==> config.mk <==
export PLATFORM = sky130hd
export DESIGN_NAME = spi_master_param
export DESIGN_NICKNAME = d
export VERILOG_FILES = /design/src/rtl/spi_pkg.sv /design/src/rtl/spi_master_param_clk_div.sv /design/src/rtl/spi_master_param.sv
export SDC_FILE = /design/constraint.sdc
export NUM_CORES = 1
export LEC_CHECK = 0
export ABC_CLOCK_PERIOD_IN_PS = 1900
export CAP_MARGIN = 20
export CORE_ASPECT_RATIO = 0.5
export CORE_MARGIN = 8
export CORE_UTILIZATION = 40
export CTS_BUF_LIST = sky130_fd_sc_hd__clkbuf_8
export DETAILED_ROUTE_END_ITERATION = 12
export GPL_TIMING_DRIVEN = 0
export REMOVE_ABC_BUFFERS = 1
export SETUP_SLACK_MARGIN = 0.3
export SYNTH_ARGS = -nofsm -noshare
export SYNTH_HDL_FRONTEND = slang
export SYNTH_SLANG_ARGS = --single-unit
==> constraint.sdc <==
create_clock -name clk -period 1.9 [get_ports clk]
set_input_delay 0.19 -clock clk [delete_from_list [all_inputs] [get_ports clk]]
set_output_delay 0.19 -clock clk [all_outputs]
set_load 0.02 [all_outputs]
==> src/rtl/spi_pkg.sv <==
// Shared types for the SPI master: FSM state encoding, SPI mode encoding
// and the chip-select index width helper.
package spi_pkg;

    typedef enum logic [2:0] {
        IDLE,
        SETUP,
        XFER,
        HOLD,
        FIN
    } state_e;

    // Mode number is {cpol, cpha}.
    typedef enum logic [1:0] {
        MODE0 = 2'b00,
        MODE1 = 2'b01,
        MODE2 = 2'b10,
        MODE3 = 2'b11
    } spi_mode_e;

    function automatic int cs_sel_w(input int n);
        return (n > 1) ? $clog2(n) : 1;
    endfunction

endpackage

==> src/rtl/spi_master_param_clk_div.sv <==
// SCLK half-period timer: counts CLK_DIV clk cycles and emits a one-cycle
// tick at the end of each half-period; clr restarts the count on state entry.
module spi_clk_div #(
    parameter int CLK_DIV = 4
) (
    input  logic clk,
    input  logic rst,
    input  logic en,
    input  logic clr,
    output logic tick
);

    localparam int CNT_W = (CLK_DIV > 1) ? $clog2(CLK_DIV) : 1;
    localparam logic [CNT_W-1:0] CNT_MAX = CNT_W'(CLK_DIV - 1);

    logic [CNT_W-1:0] cnt_q, cnt_d;

    // tick must not depend on clr: clr is derived from the next state, which uses tick.
    assign tick = en && (cnt_q == CNT_MAX);

    always_comb begin
        // NOTE: every always_comb output gets a default first so no path infers a latch.
        cnt_d = cnt_q;
        if (clr) begin
            cnt_d = '0;
        end else if (en) begin
            cnt_d = (cnt_q == CNT_MAX) ? '0 : cnt_q + CNT_W'(1);
        end
    end

    // NOTE: sequential state uses non-blocking assignments so all flops update together.
    always_ff @(posedge clk or posedge rst) begin
        if (rst) begin
            cnt_q <= '0;
        end else begin
            cnt_q <= cnt_d;
        end
    end

endmodule

==> src/rtl/spi_master_param.sv <==
// Full-duplex SPI master, run-time modes 0-3, one-hot active-low chip selects.
// Optional build macro SPI_MASTER_LOOPBACK_EN adds a loopback input (RX takes MOSI).
module spi_master_param
    import spi_pkg::*;
#(
    parameter int DATA_W  = 8,
    parameter int CS_N    = 1,
    parameter int CLK_DIV = 4,
    localparam int CS_SEL_W = cs_sel_w(CS_N)
) (
    input  logic                clk,
    input  logic                rst,
    input  logic                start,
    input  logic                cpol,
    input  logic                cpha,
    input  logic [CS_SEL_W-1:0] cs_sel,
    input  logic [DATA_W-1:0]   data_in,
`ifdef SPI_MASTER_LOOPBACK_EN
    input  logic                loopback,
`endif
    output logic                ready,
    output logic                done,
    output logic [DATA_W-1:0]   data_out,
    output logic                sclk,
    output logic                mosi,
    input  logic                miso,
    output logic [CS_N-1:0]     cs_n
);

    localparam int EDGES  = 2 * DATA_W;
    localparam int EDGE_W = $clog2(EDGES + 1);

    state_e                state_q, state_d;
    spi_mode_e             mode_q, mode_d;
    logic [CS_SEL_W-1:0]   cs_sel_q, cs_sel_d;
    logic [DATA_W-1:0]     tx_q, tx_d;
    logic [DATA_W-1:0]     rx_q, rx_d;
    logic [DATA_W-1:0]     data_out_q, data_out_d;
    logic                  sclk_q, sclk_d;
    logic [EDGE_W-1:0]     edge_q, edge_d;
    logic                  lb_q, lb_d;

    logic                  tick;
    logic                  div_en;
    logic                  div_clr;
    logic [EDGE_W-1:0]     edge_k;
    logic                  leading;
    logic                  sample;
    logic                  rx_bit;

    assign div_en  = (state_q == SETUP) || (state_q == XFER) || (state_q == HOLD);
    assign div_clr = (state_d != state_q);

    spi_clk_div #(.CLK_DIV(CLK_DIV)) u_clk_div (
        .clk  (clk),
        .rst  (rst),
        .en   (div_en),
        .clr  (div_clr),
        .tick (tick)
    );

    assign edge_k  = edge_q + EDGE_W'(1);
    assign leading = edge_k[0];
    // CPHA=0 samples on leading edges, CPHA=1 on trailing edges.
    assign sample  = leading ^ mode_q[0];
    assign rx_bit  = lb_q ? tx_q[DATA_W-1] : miso;

    always_comb begin
        state_d    = state_q;
        mode_d     = mode_q;
        cs_sel_d   = cs_sel_q;
        tx_d       = tx_q;
        rx_d       = rx_q;
        data_out_d = data_out_q;
        sclk_d     = sclk_q;
        edge_d     = edge_q;
        lb_d       = lb_q;

        case (state_q)
            IDLE: begin
                if (start) begin
                    mode_d   = spi_mode_e'({cpol, cpha});
                    cs_sel_d = cs_sel;
                    tx_d     = data_in;
                    rx_d     = '0;
                    sclk_d   = cpol;
                    edge_d   = '0;
`ifdef SPI_MASTER_LOOPBACK_EN
                    lb_d     = loopback;
`else
                    lb_d     = 1'b0;
`endif
                    state_d  = SETUP;
                end
            end
            SETUP: begin
                if (tick) state_d = XFER;
            end
            XFER: begin
                if (tick) begin
                    sclk_d = ~sclk_q;
                    edge_d = edge_k;
                    if (sample) begin
                        rx_d = {rx_q[DATA_W-2:0], rx_bit};
                    end else if (edge_k != EDGE_W'(1) && edge_k != EDGE_W'(EDGES)) begin
                        tx_d = tx_q << 1;
                    end
                    if (edge_k == EDGE_W'(EDGES)) state_d = HOLD;
                end
            end
            HOLD: begin
                if (tick) begin
                    data_out_d = rx_q;
                    state_d    = FIN;
                end
            end
            FIN:     state_d = IDLE;
            default: state_d = IDLE;
        endcase
    end

    always_ff @(posedge clk or posedge rst) begin
        if (rst) begin
            state_q    <= IDLE;
            mode_q     <= MODE0;
            cs_sel_q   <= '0;
            tx_q       <= '0;
            rx_q       <= '0;
            data_out_q <= '0;
            sclk_q     <= 1'b0;
            edge_q     <= '0;
            lb_q       <= 1'b0;
        end else begin
            state_q    <= state_d;
            mode_q     <= mode_d;
            cs_sel_q   <= cs_sel_d;
            tx_q       <= tx_d;
            rx_q       <= rx_d;
            data_out_q <= data_out_d;
            sclk_q     <= sclk_d;
            edge_q     <= edge_d;
            lb_q       <= lb_d;
        end
    end

    // An out-of-range index matches no line, so every select stays high.
    always_comb begin
        cs_n = '1;
        if (div_en && !lb_q) begin
            for (int i = 0; i < CS_N; i++) begin
                if (cs_sel_q == CS_SEL_W'(i)) cs_n[i] = 1'b0;
            end
        end
    end

    assign ready    = (state_q == IDLE);
    assign done     = (state_q == FIN);
    assign data_out = data_out_q;
    assign sclk     = sclk_q;
    assign mosi     = tx_q[DATA_W-1];

endmodule
* Word-level counts from Yosys, hierarchy flattened
Index checks and enable logic that the tools add are counted.
** Word-level totals
- Word-level logic and storage cells :: 65
- Memories :: 0
- RAM bits :: 0
- Output and inout bits :: 13
- Input port bits :: 15
- Memory bits (read-only) :: 0
- Bits in latches :: 0
- Bits in registers :: 37
** Operators by class
- Shifts and indexed selects :: 0
- Reductions and logical operators :: 12
- Add/subtract/negate cells :: 2
- $lt $le $gt $ge :: 0
- Multipliers :: 0
- Div/mod/pow operators :: 0
- Bitwise operators :: 2
- Multiplexer cells :: 26
- Equal/unequal tests :: 14
** Operator list (count)
- 8-bit two-way mux :: 7
- 8-bit one-hot mux with 2 select lines :: 2
- 3-bit two-way mux :: 5
- 3-bit one-hot mux with 4 select lines :: 1
- 5-bit two-way mux :: 2
- 5-bit one-hot mux with 2 select lines :: 1
- 2-bit inequality test (second input constant) :: 4
- 3-bit by 2-bit == test with 1-bit output (second input constant) :: 2
- 2-bit two-way mux :: 3
- 5-bit by 1-bit adder with 5-bit output (second input constant) :: 1
- 5-bit == test (second input constant) :: 1
- 5-bit by 1-bit inequality test with 1-bit output (second input constant) :: 1
- 5-bit inequality test (second input constant) :: 1
- 5-bit AND reduction :: 1
- 1-bit two-way mux :: 4
- 2-bit AND reduction :: 2
- 4-bit AND reduction :: 1
- 2-bit nonzero test :: 2
- 3-bit by 1-bit == test with 1-bit output (second input constant) :: 1
- 3-bit == test (second input constant) :: 1
- 3-bit zero test :: 1
- 3-bit inequality test :: 1
- 3-bit AND reduction :: 1
- 2-bit by 1-bit adder with 2-bit output (second input constant) :: 1
- 7 further kinds :: 9

* Longest topological paths before layout
Gate-level depths: netlist (run 1).
- Depth in word-level cells :: 8
- Gate-level depth with buffers :: 8
- Mapped depth without buffers :: 6

* Cells and area by module
Synthesis (run 1) repeated with hierarchy kept, for this count alone.
** Second synthesis, totals
- Cell total of the unflattened synthesis :: 185
- Area total of the unflattened synthesis :: 1799.2 um2
** By module, submodules not included
- spi_master_param :: seq. area each 875.8 um2, cells an instance 175, area an instance 1689.1 um2, times used 1
- spi_clk_div :: seq. area each 50.0 um2, cells an instance 10, area an instance 110.1 um2, times used 1

* Worst setup path after synthesis (run 1)
Ideal clock, no wire load.
- Path type :: register to register
- Start point :: register state_q[0]
- End point :: register rx_q[0]
- Path buffers :: 2
- Data arrival time :: 1.900 ns
- Clock period less this slack :: 1.982 ns
- Cell stages (with the launch flop) :: 8
- Data required time :: 1.817 ns
- Library setup time :: 0.083 ns
- Slack :: -0.082 ns
- Path through :: dfrtp_1 > buf_4 > nor3_1 > nand2_1 > o21ai_1 > buf_2 > nand3_1 > o21ai_0
** Between the ends
- Elaborated cells on any way between the ends :: 13
- Classes of those cells :: eq/ne (6); mux (1); reduce/logical (6)
** RTL lines
- start, declared :: line spi_master_param.sv:33 : state_e state_q, state_d;
- start signal, assigned :: line spi_master_param.sv:134 : state_q <= state_d;
- 3-bit zero test *
- net ready :: line spi_master_param.sv:21 : output logic ready,
- 2-bit inequality test (no source line) / 2-bit nonzero test (equally long branches)
- 4-bit AND reduction (no source line)
- end signal, assigned :: line spi_master_param.sv:138 : rx_q <= rx_d;
- end, declared :: line spi_master_param.sv:37 : logic [DATA_W-1:0] rx_q, rx_d;
Mark *: on every way through the listed nets, which the timed path passes. The rest lies on a longest branch.
A chain may end at the register's enable or synchronous reset.

* Worst setup path after layout (run 1)
- Start point :: register edge_q[1]
- End point :: register tx_q[4]
** Between the ends
- Longest elaborated chain between the ends :: 5
- Elaborated cells on any way between the ends :: 6
- Classes of those cells :: add/sub (1); eq/ne (3); reduce/logical (2)
** Ends and longest elaborated chain
- start, declared :: line spi_master_param.sv:40 : logic [EDGE_W-1:0] edge_q, edge_d;
- start signal, assigned :: line spi_master_param.sv:141 : edge_q <= edge_d;
- 5-bit by 1-bit adder with 5-bit output * :: line spi_master_param.sv:62 : assign edge_k = edge_q + EDGE_W'(1);
- 5-bit by 1-bit inequality test with 1-bit output / 5-bit inequality test (equally long branches) :: line spi_master_param.sv:105 : end else if (edge_k != EDGE_W'(1) && edge_k != EDGE_W'(EDGES)) begin
- 1-bit logical AND * :: line spi_master_param.sv:105
- 2-bit by 1-bit inequality test with 1-bit output (no source line) *
- 5-bit AND reduction (no source line) *
- end signal, assigned :: line spi_master_param.sv:137 : tx_q <= tx_d;
- end, declared :: line spi_master_param.sv:36 : logic [DATA_W-1:0] tx_q, tx_d;
Every way passes the cells marked *; elsewhere a longest branch is shown, timed or not.

==> impl_results.md, run 1 <==
- Via/cell ratio: 4.86
- Tightest Pin Transition: 0.766 ns
- HP Class: in -> async
- Clk_skew: 0.00666 ns
- GPL Wtd Cong: 0.745
- RSZ-0062 raised after global routing: true
- Post-Syn Instances: 189
- Port Buffers: 27
- Slew Viols, Final: 0
- Launch point of the worst reg-to-reg path: edge_q[1]
- Commonest cells in the netlist: 44 x nand2_1, 37 x dfrtp_1, 22 x o21ai_0
- Crit Path Max Fanout: 8
- Yosys top cell area share: 50.6%
- Warnings, synthesis: 0
- Vias in the first global route: 1474
- Top_reg_cell synth: dfrtp_1
- CTS buffer count: 5
- Crit path arrival time: 1.98 ns
- IR drop worst, VDD: 0.424 mV
- Setup TNS Final: 0 ns
- Lkg Pwr: 0.00117 uW
- Setup-failing EPs final: 0
- Syn Std Cell Area: 0.00183 sq mm
- Ys async rst share: 100%
- Fillers: 358
- Final wirelength: 4.01 mm
- Synth top area cells: dfrtp_1 51%, nand2_1 9.0%, o21ai_0 6.0%
- DR vias: 1428
- Total gr overflow: 0
- Cell row count: 17
- Final design area excluding fillers: 0.00254 sq mm
- Area grow syn2layout: 38.8%
- Max transition margin: 48.9%
- Cell taking the most area after synthesis: dfrtp_1
- Post-synthesis sequential area ratio: 50.6%
- Final hold slack: 0.370 ns
- Critical Path RT: 2.07 ns
- Antenna-violating nets left: 0
- Startpoint Class: register
- Initial DRT Pass Iterations: 4
- Dpl cell area: 0.00212 sq mm
- Synth cell types: 34
- Clock Latency Late Sink: 0.29 ns
- Post-route clock period utilization: 95.2%
- Crit end category: register
- Clock tree buffer depth: 2
- Initial Utilization: 41.5%
- CTS tree: done
- Status: complete, no violations
- Top-count cell post-synth: nand2_1
- Reg2Reg Depth: 7
- Final hold viol count: 0
- Tot GR Track Use: 11.9%
- Clk sinks: 37
- Die height: 63.8 um
- F_max: 553 MHz
- Clk root buf: clkbuf_8
- Initial antenna violation count: 0
- Post-Place Cells: 265
- Die ar.: 0.00712 sq mm
- Final HPWL DP: 2.46 mm
- Layout cell share with drive strength beyond 1: 31.2%
- Mapped Avg Cell Area: 9.68 sq um
- Max-Cap Viols: 0
- Remaining DRCs: 0
- FF+latch count, synth: 37
- Final Non-Filler Cells: 294
- Drt wl/cell: 13.6 um
- Number of diodes: 0
- Post-synth EDFFs: 0
- Layout net count: 254
- H-tree depth: 2
- Core Util, Final: 57.7%
- First-pass GRT wire length: 7.01 mm
- Reg-to-Reg End: tx_q[4]
- CORE AREA: 0.00440 sq mm
- Largest net degree at the start of global routing: 38
- Kind of critical path: reg -> reg
- Flop2flop setup slack: 0.09 ns
- Pwr Density: 1350 mW/mm^2
- 1st-iter DRT viols: 78
- # IOs: 28
- Post-layout min period: 1.81 ns
- Worst-path clk slew: 0.07 ns
- Die span in x: 112 um
[layout by cell type (no fill, tap or decap), types with 2 or more instances in the layout]
cell type        instances
nand2_1                 42
dfrtp_1                 33
clkdlybuf4s50_1         24
o21ai_0                 22
buf_4                   17
inv_1                   13
nand3_1                 10
mux2_4                   7
clkbuf_8                 5
nor2_1                   4
dfrtp_2                  4
nor3_2                   3
ha_4                     3
nor2_4                   2
and2_4                   2
nand2_4                  2
nand2b_1                 2
a31o_2                   2
nand3_2                  2
nand2_2                  2
a21oi_1                  2
inv_2                    2
xor2_1                   2
clkinv_2                 2
buf_2                    2
buf_6                    2
buf_12                   2
[per-layer routing]
metal	track usage, %	wire [um]
met3	2.90	142
met5	0	0
met1	14.3	1880
met4	5.06	48
met2	20.1	1940
[worst max-delay path, cell delays in order (launching register included)]
cell	delay, ns
dfrtp_1	0.43
buf_6	0.16
nand2_4	0.06
mux2i_4	0.23
nand2_2	0.11
a41oi_4	0.23
buf_12	0.16
mux2_4	0.30
[cells by family (layout without fill, tap and decap cells)]
family / count (synthesis) / in the layout / synth area share, %
AOI/OAI and AO/OA: 32 / 32 / 11.8
xor gates and xnor gates: 4 / 4 / 1.91
adders and majority gates: 3 / 3 / 2.05
buffers and inverters: 23 / 71 / 5.74
DFF: 37 / 37 / 50.6
muxes: 9 / 9 / 7.04
and+or+nand+nor: 81 / 81 / 20.9
[registers in the layout, summed over array words and instances, names as in the netlist]
| name | cells |
|---|---|
| cs_sel_q | 1 |
| data_out | 8 |
| edge_q | 5 |
| mode_q | 1 |
| rx_q | 8 |
| sclk | 1 |
| state_q | 3 |
| tx_q | 8 |
| u_clk_div.cnt_q | 2 |
[metrics by stage]
| step | total power [uW] | worst slack [ns] |
|---|---|---|
| floorplan | 2060 | -0.0591 |
| global placement | 2350 | -0.303 |
| detailed placement | 2390 | -0.313 |
| CTS | 3270 | 0.110 |
| global route | 3670 | 0.0553 |
| finish | 3440 | 0.0917 |
[worst max path at each step]
stage / end / startpoint / slack (ns)
4_1_cts: tx_q[4] / edge_q[1] / 0.11
5_1_grt: tx_q[4] / edge_q[1] / 0.06
3_3_place_gp: tx_q[4] / state_q[0] / -0.30
2_1_floorplan: rx_q[0] / state_q[0] / -0.06
6_report: tx_q[4] / edge_q[1] / 0.09
3_5_place_dp: tx_q[4] / state_q[0] / -0.31
[what timing repair did]
item                                    4_1_cts  5_1_grt
pin swaps                                     7        6
buffers inserted                             18        3
endpoints found under the setup margin       29       26
resized for setup                            31       17
hold buffers                                  0        0
[layout make-up]
| class | instances | area [sq um] | area share, % |
|---|---|---|---|
| multi-input combinational | 129 | 947 | 37.3 |
| sequential | 37 | 931 | 36.7 |
| timing repair buffer | 48 | 445 | 17.5 |
| tap | 57 | 71.3 | 2.81 |
| clock buffer | 5 | 68.8 | 2.71 |
| inverter | 15 | 61.3 | 2.41 |
| clock inverter | 3 | 13.8 | 0.542 |
[report_power, final]
group	leakage, uW	internal [uW]	switching [uW]	total, uW
Clock	0.0000491	249	278	527
Combinational	0.000645	876	798	1670
Sequential	0.000478	1010	226	1240
No activity file was read; power rests on OpenSTA's default activity.
==> run 2: changes to the inputs <==
--- a/config.mk
+++ b/config.mk
@@ -5,14 +5,16 @@
 export SDC_FILE = /design/constraint.sdc
 export NUM_CORES = 1
 export LEC_CHECK = 0
-export ABC_CLOCK_PERIOD_IN_PS = 1900
 export CAP_MARGIN = 20
+export CELL_PAD_IN_SITES_DETAIL_PLACEMENT = 1
+export CELL_PAD_IN_SITES_GLOBAL_PLACEMENT = 1
 export CORE_ASPECT_RATIO = 0.5
 export CORE_MARGIN = 8
-export CORE_UTILIZATION = 40
+export CORE_UTILIZATION = 38
 export CTS_BUF_LIST = sky130_fd_sc_hd__clkbuf_8
 export DETAILED_ROUTE_END_ITERATION = 12
 export GPL_TIMING_DRIVEN = 0
+export PLACE_DENSITY_LB_ADDON = 0.1
 export REMOVE_ABC_BUFFERS = 1
 export SETUP_SLACK_MARGIN = 0.3
 export SYNTH_ARGS = -nofsm -noshare
==> run 2 against run 1 <==
Critical path depth unchanged. Largest cell class unchanged. Final area grew 6.3%. Die area increased by 4.2%. Register-to-register slack worse by 0.08 ns. Global-route usage rose by 1.3 points. Critical endpoint unchanged. Worst hold slack better by 0.0025 ns. Count of clock-buffer cells in the layout increased by 1. Wire length grew 36%. Critical path type unchanged. Core utilization up 2.2 points.
==> impl_results.md, run 2 (same netlist as run 1, synthesis figures left out) <==
- Layout net count: 262 (+3.1%)
- Initial Utilization: 40.6% (-0.98 points)
- CP max stage cell: dfrtp_1
- Clock Latency Late Sink: 0.28 ns (about the same)
- Tot GR Track Use: 13.2% (+1.3 points)
- Crit path arrival time: 2.06 ns (+0.08 ns)
- Flop2flop setup slack: 0.01 ns (-0.08 ns)
- Crit Path Max Fanout: 8 (unchanged)
- Crit path capture: tx_q[4]
- Tightest Pin Transition: 0.798 ns (+0.0324 ns)
- HP Class: in -> async
- Vias in the first global route: 1533 (+4.0%)
- Initial DRT Pass Iterations: 4 (unchanged)
- Max-Cap Viols: 0 (unchanged)
- GPL Wtd Cong: 0.731 (-1.8%)
- RSZ-0062 raised after global routing: true
- Crit path depth: 7 (unchanged)
- F_max: 530 MHz (-4.2%)
- Buf+Inv Stages, Crit Path: 2 (unchanged)
- Fillers: 498 (+39%)
- IR drop worst, VDD: 0.547 mV (+29%)
- CP delay by family, top: flip-flops
- Via/cell ratio: 4.82 (-0.77%)
- Ordered list of cells on the worst path: buf_6 > nand3_4 > xor2_2 > nand3_4 > a41oi_4 > buf_12 > mux2_4
- H-tree depth: 2 (unchanged)
- Setup-failing EPs final: 0 (unchanged)
- Reg-to-Reg End: tx_q[4]
- Port Buffers: 27 (unchanged)
- Max transition margin: 46.7% (-2.2 points)
- CORE AREA: 0.00451 sq mm (+2.4%)
- Lkg Pwr: 0.00123 uW (+5.0%)
- Commonest non-fill, non-tap cell in the layout: nand2_1
- Crit end category: register
- Die span in x: 114 um (+2.2%)
- Drt wl/cell: 17.5 um (+28%)
- # IOs: 28 (unchanged)
- Crit path from: edge_q[1]
- Die height: 65.1 um (+1.9%)
- First-pass GRT wire length: 7.83 mm (+12%)
- Launch point of the worst reg-to-reg path: edge_q[1]
- Initial antenna violation count: 0 (unchanged)
- Clock tree buffer depth: 2 (unchanged)
- Worst-path clk slew: 0.08 ns (about the same)
- Area grow syn2layout: 47.5%
- Number of diodes: 0 (unchanged)
- Reg2Reg Depth: 7 (unchanged)
- Status: complete, no violations
- CTS tree: done
- Kind of critical path: reg -> reg
- Slew Viols, Final: 0 (unchanged)
- Post-Place Setup Slack: -0.376 ns (-0.0632 ns)
- Clk root buf: clkbuf_8
- Post-CTS Hold Buffers: 0 (unchanged)
- Post-layout min period: 1.89 ns (+0.0786 ns)
- Commonest cells after routing, fill and taps aside: 42 x nand2_1, 33 x dfrtp_1, 24 x clkdlybuf4s50_1, 22 x buf_4, 21 x o21ai_0
- DR vias: 1499 (+5.0%)
- Pwr Density: 1480 mW/mm^2 (+9.3%)
- Most frequent CP cell: nand3_4
- Final wirelength: 5.44 mm (+36%)
- Critical Path RT: 2.07 ns (about the same)
- Total gr overflow: 0 (unchanged)
- CTS buffer count: 5 (unchanged)
- PnR worst setup slack: 0.0131 ns (-0.0786 ns)
- Die ar.: 0.00742 sq mm (+4.2%)
- Startpoint Class: register
- Cell row count: 17 (unchanged)
- Clk_skew: 0.00205 ns (-0.00461 ns)
- Remaining DRCs: 0 (unchanged)
- Antenna-violating nets left: 0 (unchanged)
- Largest net degree at the start of global routing: 38 (unchanged)
- Final hold slack: 0.372 ns (+0.00250 ns)
- Post-route clock period utilization: 99.3% (+4.1 points)
- 1st-iter DRT viols: 52 (-33%)
- Final HPWL DP: 2.86 mm (+16%)
- Layout cell share with drive strength beyond 1: 34.3% (+3.1 points)
- Clk sinks: 37 (unchanged)
- Largest stage delay, worst path: 0.47 ns (+0.04 ns)
- Final hold viol count: 0 (unchanged)
run 2: cell count changes in the layout (fill, tap and decap cells not counted), moves of 2 or more:
cell | before | now
buf_4 | 17 | 22
buf_6 | 2 | 5
clkinv_2 | 2 | 0
inv_1 | 13 | 11
nand3_2 | 2 | 0
nand3_4 | 1 | 3
run 2: worst min path at each step:
stage,to,slack [ns],cells past startpoint
CTS,data_out[1],0.39,2
detailed placement,data_out[5],0.47,2
global placement,data_out[3],0.47,2
finish,rx_q[2],0.37,2
global route,rx_q[2],0.47,2
floorplan,cs_sel_q,0.30,2
run 2: worst register-to-register path: cells and delay by family (launching register included):
kind | cells | cell delay (ns)
multiplexers | 1 | 0.30
AND/OR/NAND/NOR | 2 | 0.19
XOR/XNOR | 1 | 0.28
AO/OA/AOI/OAI | 1 | 0.20
buffers and inverters | 2 | 0.33
flip-flops | 1 | 0.47
run 2: routing by layer:
layer | GRT usage, % | share of wire, %
met3 | 4.06 | 2.9
met5 | 0 | 0
met2 | 21.9 | 49
met1 | 16.7 | 46
met4 | 2.46 | 1.4
run 2: cell type report:
type,instances,area [sq um],area share (%)
multi-input cells,129,971,36.0
flip-flops and latches,37,931,34.5
repair buffers,56,532,19.7
clock buffers,6,82.6,3.06
well taps,66,82.6,3.06
inverters,15,61.3,2.27
clock inverters,2,37.5,1.39
run 2: where the power goes:
part           switching, uW  total, uW  internal (uW)
Clock                    302        729            427
Sequential               231       1240           1010
Combinational            998       2020           1020
Total                   1530       3990           2460
run 2: metrics by stage:
stage / util (%) / TNS (ns) / cell area, sq um / power [uW] / std cells
2_1_floorplan: - / -0.487 / 1780 / 2060 / 181
3_3_place_gp: 47.3 / -3.77 / 2130 / 2360 / 274
3_5_place_dp: 47.3 / -3.92 / 2130 / 2430 / 274
4_1_cts: 55.0 / 0 / 2480 / 3510 / 299
5_1_grt: 59.8 / -0.250 / 2700 / 4210 / 311
6_report: 59.8 / 0 / 2700 / 3990 / 311
run 2: timing repair:
item | in CTS | in global routing
pin swaps | 9 | 12
setup buffers | 17 | 12
setup endpoints to repair | 32 | 20
gates resized for setup | 33 | 26
==> run 3: changes to the inputs <==
--- a/config.mk
+++ b/config.mk
@@ -17,6 +17,7 @@
 export PLACE_DENSITY_LB_ADDON = 0.1
 export REMOVE_ABC_BUFFERS = 1
 export SETUP_SLACK_MARGIN = 0.3
+export SLEW_MARGIN = 20
 export SYNTH_ARGS = -nofsm -noshare
 export SYNTH_HDL_FRONTEND = slang
 export SYNTH_SLANG_ARGS = --single-unit
==> run 3 against run 2 <==
Die area did not move. Clock power rose by 1%. Core utilization unchanged. Wire length down 3.8%. Worst hold slack got worse by 0.27 ns. Non-clock buffer count down 2. Via count rose by 0.40%. Critical path type unchanged. Total power shrank 1.3%. Global-route usage is 0.58 points higher. Largest power group unchanged. Fmax rose by 2.3%. Clock skew grew 0.0052 ns.
==> impl_results.md, run 3 (same netlist as run 1, synthesis figures left out) <==
- 1st-iter DRT viols: 57 (+9.6%)
- CP delay by family, top: multiplexers
- Max-Cap Viols: 0 (unchanged)
- Final wirelength: 5.23 mm (-3.8%)
- Number of diodes: 0 (unchanged)
- Post-route clock period utilization: 97.1% (-2.2 points)
- Post-layout min period: 1.84 ns (-0.0423 ns)
- Remaining DRCs: 0 (unchanged)
- Worst-path clk slew: 0.09 ns (about the same)
- First-pass GRT wire length: 8.11 mm (+3.5%)
- Initial DRT Pass Iterations: 4 (unchanged)
- Total gr overflow: 0 (unchanged)
- RSZ-0062 raised after global routing: true
- Die height: 65.1 um (unchanged)
- DR vias: 1505 (+0.40%)
- Initial Utilization: 40.6% (unchanged)
- Via/cell ratio: 4.87 (+1.1%)
- Drt wl/cell: 16.9 um (-3.2%)
- Tightest Pin Transition: 0.345 ns (-0.453 ns)
- H-tree depth: 2 (unchanged)
- CTS buffer count: 5 (unchanged)
- GPL Wtd Cong: 0.731 (unchanged)
- Vias in the first global route: 1655 (+8.0%)
- IR drop worst, VDD: 0.484 mV (-11%)
- CP max stage cell: dfrtp_1
- Reg2Reg Depth: 7 (unchanged)
- Tot GR Track Use: 13.8% (+0.58 points)
- Clk sinks: 37 (unchanged)
- Die ar.: 0.00742 sq mm (unchanged)
- Buf+Inv Stages, Crit Path: 2 (unchanged)
- HP Class: in -> async
- Ordered list of cells on the worst path: buf_6 > nand2_4 > mux2i_4 > nand2_2 > a41oi_4 > buf_12 > mux2_4
- Clk root buf: clkbuf_8
- Startpoint Class: register
- F_max: 542 MHz (+2.3%)
- Cell row count: 17 (unchanged)
- Post-CTS Hold Buffers: 0 (unchanged)
- Commonest cells after routing, fill and taps aside: 42 x nand2_1, 32 x dfrtp_1, 24 x clkdlybuf4s50_1, 22 x o21ai_0, 19 x buf_4
- Final hold viol count: 0 (unchanged)
- Dpl cell area: 0.00215 sq mm (+0.94%)
- Die span in x: 114 um (unchanged)
- Largest net degree at the start of global routing: 34 (-11%)
- Final design area excluding fillers: 0.00270 sq mm (unchanged)
- PnR worst setup slack: 0.0554 ns (+0.0423 ns)
- Clk_skew: 0.00721 ns (+0.00516 ns)
- Flop2flop setup slack: 0.06 ns (+0.04 ns)
- Final HPWL DP: 2.89 mm (+1.1%)
- Antenna-violating nets left: 0 (unchanged)
- Launch point of the worst reg-to-reg path: edge_q[1]
- # IOs: 28 (unchanged)
- Post-Place Setup Slack: -0.364 ns (+0.0113 ns)
- Port Buffers: 27 (unchanged)
- Layout cell share with drive strength beyond 1: 34.2% (-0.13 points)
- Final hold slack: 0.0988 ns (-0.274 ns)
- Area grow syn2layout: 47.5% (unchanged)
- Kind of critical path: reg -> reg
- Initial antenna violation count: 0 (unchanged)
- Max transition margin: 76.9% (+30 points)
- Crit path arrival time: 2.02 ns (-0.04 ns)
- Setup-failing EPs final: 0 (unchanged)
- Clock Latency Late Sink: 0.29 ns (about the same)
- Critical Path RT: 2.07 ns (about the same)
- Reg-to-Reg End: tx_q[1]
- Crit end category: register
- Lkg Pwr: 0.00122 uW (-0.64%)
- Pwr Density: 1460 mW/mm^2 (-1.3%)
- CTS tree: done
- Layout net count: 260 (-0.76%)
- Largest stage delay, worst path: 0.45 ns (-0.02 ns)
- Status: complete, no violations
- Commonest non-fill, non-tap cell in the layout: nand2_1
- Setup TNS Final: 0 ns (unchanged)
- Clock tree buffer depth: 2 (unchanged)
- Crit Path Max Fanout: 8 (unchanged)
- Slew Viols, Final: 0 (unchanged)
- CORE AREA: 0.00451 sq mm (unchanged)
## run 3: cell types whose count changed in the layout (fill, tap and decap cells not counted), sizes merged
cell	before	now
buf	32	29
clkdlybuf4s15	0	1
## run 3: layer usage
| layer | global-route usage (%) | part of all wire (%) | up-vias |
|---|---|---|---|
| li1 | - | - | 727 |
| met1 | 17.3 | 47 | 750 |
| met2 | 22.2 | 49 | 24 |
| met3 | 4.62 | 3.6 | 4 |
| met4 | 3.94 | 0.88 | 0 |
| met5 | 0 | 0 | - |
## run 3: worst max path at each step
stage	start	endpoint	slack (ns)	cells after the start
finish	edge_q[1]	tx_q[1]	0.06	7
global route	edge_q[1]	tx_q[5]	0.005	7
CTS	edge_q[1]	tx_q[4]	0.10	7
detailed placement	state_q[0]	tx_q[4]	-0.36	5
global placement	state_q[0]	tx_q[3]	-0.35	5
floorplan	state_q[0]	rx_q[0]	-0.06	5
## run 3: cell type report
| class | count | area, sq um |
|---|---|---|
| Inverter | 15 | 63.8 |
| Sequential cell | 37 | 932 |
| Timing Repair Buffer | 54 | 528 |
| Clock buffer | 6 | 82.6 |
| Multi-Input combinational cell | 129 | 971 |
| Tap cell | 66 | 82.6 |
| Fill cell | 490 | 1810 |
| Clock inverter | 2 | 37.5 |
## run 3: what timing repair did
item | 4_1_cts | 5_1_grt
endpoints found under the setup margin | 32 | 18
buffers inserted | 21 | 5
pin swaps | 8 | 10
gates resized for setup | 36 | 19
## run 3: power breakdown
part	total [uW]	leakage, uW	switching [uW]	internal, uW
Sequential	1240	0.000477	222	1010
Combinational	1970	0.000689	959	1010
Clock	737	0.0000574	310	427
## run 3: metrics by stage
stage | cells | power, uW | util (%)
after floorplan | 181 | 2060 | -
after global placement | 274 | 2360 | 47.3
after detailed placement | 275 | 2440 | 47.8
after CTS | 304 | 3630 | 56.7
after global routing | 309 | 4170 | 59.8
final | 309 | 3940 | 59.8
